**src/rtl/output_port_arbiter.sv**
```systemverilog
// rtl/output_port_arbiter.sv - round-robin, packet-locking arbiter for one router output port
//
// Ports:
//   clk        clock, all state on rising edge
//   reset      synchronous, active-high
//   req        per-input request for this output (head-of-line flit routed here)
//   tail       per-input tail marker for the head-of-line flit, qualified by req
//   out_ready  downstream accepts a flit this cycle
//   grant      registered one-hot owner, or zero when idle
//   sel        registered binary owner index for the crossbar mux
//   busy       registered lock indicator (== |grant)
//   xfer       combinational: owner's flit moves this cycle
module output_port_arbiter #(
    parameter int N_IN  = 5,
    parameter int SEL_W = (N_IN > 1) ? $clog2(N_IN) : 1
) (
    input  logic             clk,
    input  logic             reset,
    input  logic [N_IN-1:0]  req,
    input  logic [N_IN-1:0]  tail,
    input  logic             out_ready,
    output logic [N_IN-1:0]  grant,
    output logic [SEL_W-1:0] sel,
    output logic             busy,
    output logic             xfer
);

    typedef enum logic {
        IDLE   = 1'b0,
        LOCKED = 1'b1
    } state_t;

    state_t          state;
    logic [SEL_W-1:0] ptr;
    logic [SEL_W-1:0] winner;
    logic             owner_tail;

    // Cyclic scan starting at ptr; the first requester found wins.
    always_comb begin
        int  idx;
        logic found;
        idx    = 0;
        found  = 1'b0;
        winner = '0;
        for (int k = 0; k < N_IN; k++) begin
            idx = int'(ptr) + k;
            if (idx >= N_IN) begin
                idx = idx - N_IN;
            end
            if (!found && req[idx]) begin
                found  = 1'b1;
                winner = SEL_W'(idx);
            end
        end
    end

    // grant is one-hot, so masking picks out the owner's bits without indexing by sel.
    assign xfer       = (|(grant & req)) & out_ready;
    assign owner_tail = |(grant & tail);

    always_ff @(posedge clk) begin
        if (reset) begin
            state <= IDLE;
            grant <= '0;
            sel   <= '0;
            busy  <= 1'b0;
            ptr   <= '0;
        end else begin
            case (state)
                IDLE: begin
                    if (|req) begin
                        state <= LOCKED;
                        grant <= N_IN'(1) << winner;
                        sel   <= winner;
                        busy  <= 1'b1;
                    end
                end
                LOCKED: begin
                    // Only a completed packet releases the port and rotates priority.
                    if (xfer && owner_tail) begin
                        state <= IDLE;
                        grant <= '0;
                        busy  <= 1'b0;
                        ptr   <= (sel == SEL_W'(N_IN - 1)) ? '0 : sel + SEL_W'(1);
                    end
                end
                default: begin
                    state <= IDLE;
                end
            endcase
        end
    end

endmodule

```
**config.mk**
```make
export PLATFORM = sky130hd
export DESIGN_NAME = output_port_arbiter
export DESIGN_NICKNAME = d
export VERILOG_FILES = /design/src/rtl/output_port_arbiter.sv
export SDC_FILE = /design/constraint.sdc
export NUM_CORES = 1
export LEC_CHECK = 0
export CORE_MARGIN = 2
export CORE_UTILIZATION = 25
export DETAILED_ROUTE_END_ITERATION = 12
export PLACE_DENSITY_LB_ADDON = 0.25
export SLEW_MARGIN = 20
export SYNTH_ARGS = -nofsm -noshare
export SYNTH_HDL_FRONTEND = slang
export SYNTH_SLANG_ARGS = --single-unit
export TNS_END_PERCENT = 30
```
**constraint.sdc**
```tcl
create_clock -name clk -period 5.9 [get_ports clk]
set_input_delay 1.475 -clock clk [delete_from_list [all_inputs] [get_ports clk]]
set_output_delay 1.475 -clock clk [all_outputs]
set_load 0.01 [all_outputs]
```
Word level (Yosys, flattened, before mapping) --
Index checks and enable logic that the tools add are counted.
Storage, ports and cells: flip-flop bits (word level) 13, output and inout bits 10, logic and storage cells 87
Operators by class: add/subtract/negate cells 10, $lt $le $gt $ge 10, equality and inequality tests 3, shift operators 1, muxes and demuxes 39, bitwise logic cells 4, reduce and logical (&&, ||, !) cells 15
Operator list (count):
- 32-bit by 5-bit < comparator with 1-bit output (second input constant) | 5
- 32-bit two-way mux | 5
- 4-bit by 3-bit subtractor with 5-bit output (second input constant) | 4
- 1-bit two-way mux | 18
- 3-bit two-way mux | 6
- 4-bit by 3-bit greater-or-equal comparator with 1-bit output (second input constant) | 4
- 1-bit binary-select mux with 3-bit select | 5
- 5-bit OR reduction | 3
- 5-bit AND | 2
- 5-bit two-way mux | 2
- 5-bit one-hot mux with 2 select lines | 1
- 3-bit by 2-bit adder with 4-bit output (second input constant) | 2
- 2-bit AND reduction | 3
- 1-bit logical AND | 5
- 1-bit by 3-bit left shift with 5-bit output (first input constant) | 1
- 3-bit by 1-bit adder with 4-bit output (second input constant) | 1
- 3-bit by 3-bit adder with 4-bit output (second input constant) | 1
- 1-bit logical NOT | 4
- 1-bit one-hot mux with 2 select lines | 2
- 3-bit by 3-bit subtractor with 4-bit output (second input constant) | 1
- 3-bit by 1-bit adder with 3-bit output (second input constant) | 1
- 3-bit == test (second input constant) | 1
- 3-bit greater-or-equal comparator (second input constant) | 1
- 2-bit by 1-bit != test with 1-bit output (second input constant) | 1
- other kinds (3) | 3

Logic depth before layout (Yosys ltp) --
depth in word-level cells 21, depth in mapped cells 15, mapped depth without buffers 12

Worst setup path before layout --
OpenSTA, ideal clock, no wires.
path type input to output, start in req[0], end out xfer, arrival time 2.259 ns, slack 2.166 ns, cell stages on the path 3, cells stage by stage clkbuf_1 a222oi_1 a21boi_0
Between the ends: word-level cells in the longest chain between the ends 3
RTL lines:
- from (decl) | line 19 | input logic [N_IN-1:0] req,
- 5-bit AND | line 58 | assign xfer = (|(grant & req)) & out_ready;
- 5-bit OR reduction | line 58
- 1-bit AND | line 58
- to (decl) | line 25 | output logic xfer
No other way between the ends.

Worst setup path after layout --
Same ends and word-level chain as after synthesis.

==> qor.yml <==
cts.repair.resized: 0
power_leakage_nw: 0.756
cts.path.max_buffers: 2
grt_first_pass_wirelength_mm: 8.14
max_clock_freq_mhz: 210
post-route-period-util: 0.809
antenna_violating_nets_post_route: 0
dieArea_um2: 7850
timing.critical_path.to_type: "output pin"
synth_top_cell_by_area: "dfxtp_1"
drc: 0
max_capacitance_violation_count: 0
detailed_place_hpwl_mm: 3.76
netlist-cell-type-count: 61
slew_headroom: 0.388
first_iter_violations: 138
tritoncts_num_sinks: 13
layout-drive-gt1-share: 0.0738
period_needed_ns: 4.77
antenna_found_initial: 0
timing.setup.tns_ns: 0
layout.core_utilization: 0.305
vias_per_cell: 5.15
layout-area-overhead-vs-synth_pct: 17.1
yosysWarningCount: 0
critPathSlowestCell: "clkdlybuf4s50_1"
final-setup-viol-count: 0
cp_top_family: "buffers and inverters"
maxSlewViolCount: 0
synthesis.nets: 259
crit_path_max_incr_delay_ns: 0.67
floorplan.core_area_um2: 6870
fraction_of_post_synthesis_cell_area_in_the_top_cell_type_by_area: 0.145
crit_top_cell: "clkdlybuf4s50_1"
cts_tree: "done"
design.final.nets: 271
wl_per_cell_um: 14.5
required_ns: 4.43
first_global_vias: 1623
max_slew.worst_pin.slew_ns: 0.906
post_synth.cell_area_avg_um2: 7.68
power-per-cell-area_nw_per_um2: 116
finalHoldWorstSlack_ns: 0.498
vias: 1752
synth_cells: 233
crit_buf_inv: 2
clk_root_buffer_cell: "clkbuf_8"
fp.dieH_um: 88.6
num-fill-cells: 742
placed_cells: 336
hold_path_class: "flop to flop"
layoutNonFillerInstCount: 340
grt_start_max_net_pins: 29
timing.clock.skew_ns: 0.00338
clock_insertion_delay_worst_skew_ns: 0.24
chipWidth_um: 88.6
place_congestion: 0.773
synth_edf_count: 0
status: "completed"
critPathArrivalTime_ns: 3.30
synth_async_sr_flop_share: 0
cts_setup_buffers: 0
total_cts_buffers: 3
grt_setup_unrepaired: "false"
share_of_the_yosys_chip_area_belonging_to_registers: 0.145
num_antenna_cells: 0
ioPinCount: 23
htree_num_levels: 1
placement.io_buffers: 22
cts.clk_slew.worst_paths_ns: 0.05
placement_rows: 30
syn_area_um2: 1790
critPathKind: "input port to output pin"
start_util: 0.260
path_cells: "clkdlybuf4s50_1 -> a222oi_1 -> a21boi_0 -> clkdlybuf4s50_1"
postSynthRegisterBits: 13
holdBufCountCts: 0
globalRouteTotalUtil: 0.130
synth.area.top_cells: "dfxtp_1 15%, ha_1 9.1%, nand2_1 5.0%"
global_route.overflow_total: 0
timing.critical_path.from_type: "input port"
worst_ir_drop_vdd_uv: 116
most_instantiated_flip_flop_cell_in_the_synthesis_netlist: "dfxtp_1"
worst-path-max-fanout: 10
postRouteWirelength_mm: 4.94
timing_hold_violations_final: 0
detailedRoute.firstPassIterationCount: 4
flip-flops by register name, summed over array words and instances, names as in the netlist:
name,count
sel,3
ptr,3
state,1
grant,5
busy,1
per-layer routing:
layer  track usage  vias up  share of wire
met5             0        -              0
met4        0.0248        0         0.0039
met3       0.00840        2          0.024
met2         0.203       18           0.44
met1         0.199      827           0.53
li1              -      905              -
kinds of logic (layout without fill, tap and decap cells):
logic type / after synthesis / in the layout / share of synthesized area
XOR/XNOR: 5 / 5 / 0.0329
buffers and inverters: 26 / 37 / 0.0692
adder cells (fa/ha/maj): 13 / 13 / 0.0909
AO/OA/AOI/OAI: 77 / 77 / 0.336
multiplexers: 11 / 11 / 0.0699
flip-flops: 13 / 13 / 0.145
AND/OR/NAND/NOR: 88 / 88 / 0.256
Yosys cell counts, types with 7 or more instances:
cell,count
nor2b_1,8
dfxtp_1,13
nor3_1,7
nand2_1,24
a21oi_1,9
nor2_1,16
inv_1,9
o21ai_0,10
ha_1,13
mux2i_1,8
clkbuf_1,7
final timing paths:
path          start  endpoint  slack, ns  depth (start not counted)
min reg2reg    busy      busy       0.50                          2
max reg2reg  ptr[1]  grant[0]       1.79                         10
max          req[0]      xfer       1.13                          4
min            busy      busy       0.50                          2
report_power, final:
| part | internal [mW] | switching, mW | total, mW | leakage (nW) |
|---|---|---|---|---|
| clock network | 0.0476 | 0.0302 | 0.0778 | 0.0228 |
| logic | 0.0334 | 0.0365 | 0.0699 | 0.627 |
| registers | 0.0918 | 0.00447 | 0.0963 | 0.106 |
| total | 0.173 | 0.0712 | 0.244 | 0.756 |
through the flow:
| step | cell area, um^2 | setup slack, ns | total power, mW |
|---|---|---|---|
| global route | 2100 | 1.02 | 0.258 |
| global placement | 2050 | 1.18 | 0.168 |
| CTS | 2100 | 1.13 | 0.247 |
| finish | 2100 | 1.13 | 0.244 |
| detailed placement | 2050 | 1.13 | 0.168 |
| floorplan | 1790 | 2.17 | 0.141 |
worst reg2reg max path, cell delays in order, from the launching register on:
cell and delay, ns:
dfxtp_1 0.63, inv_1 0.27, ha_1 0.92, nand2b_1 0.12, o2111a_1 0.28, a221oi_2 0.26, mux2i_1 0.14, a2111o_1 0.53
o221a_1 0.31, o21ai_0 0.42, o31ai_1 0.11
cells in the final DEF, fill, tap and decap left out, drive strengths merged, types with 6 or more instances in the layout:
cell	count
nor3	7
nand2	24
dfxtp	13
mux2i	8
o21ai	10
clkdlybuf4s50	22
ha	13
inv	10
a21o	6
nor2	16
nand3	6
nor2b	8
a22oi	6
a21oi	9
area by class of cell:
class,instances,area (um^2),area share
well taps,96,120,0.0573
repair buffers,23,228,0.109
flip-flops and latches,13,260,0.124
multi-input cells,194,1410,0.670
clock buffers,4,45.0,0.0215
inverters,10,37.5,0.0179
Note: power is estimated with default switching activity, not from simulation.
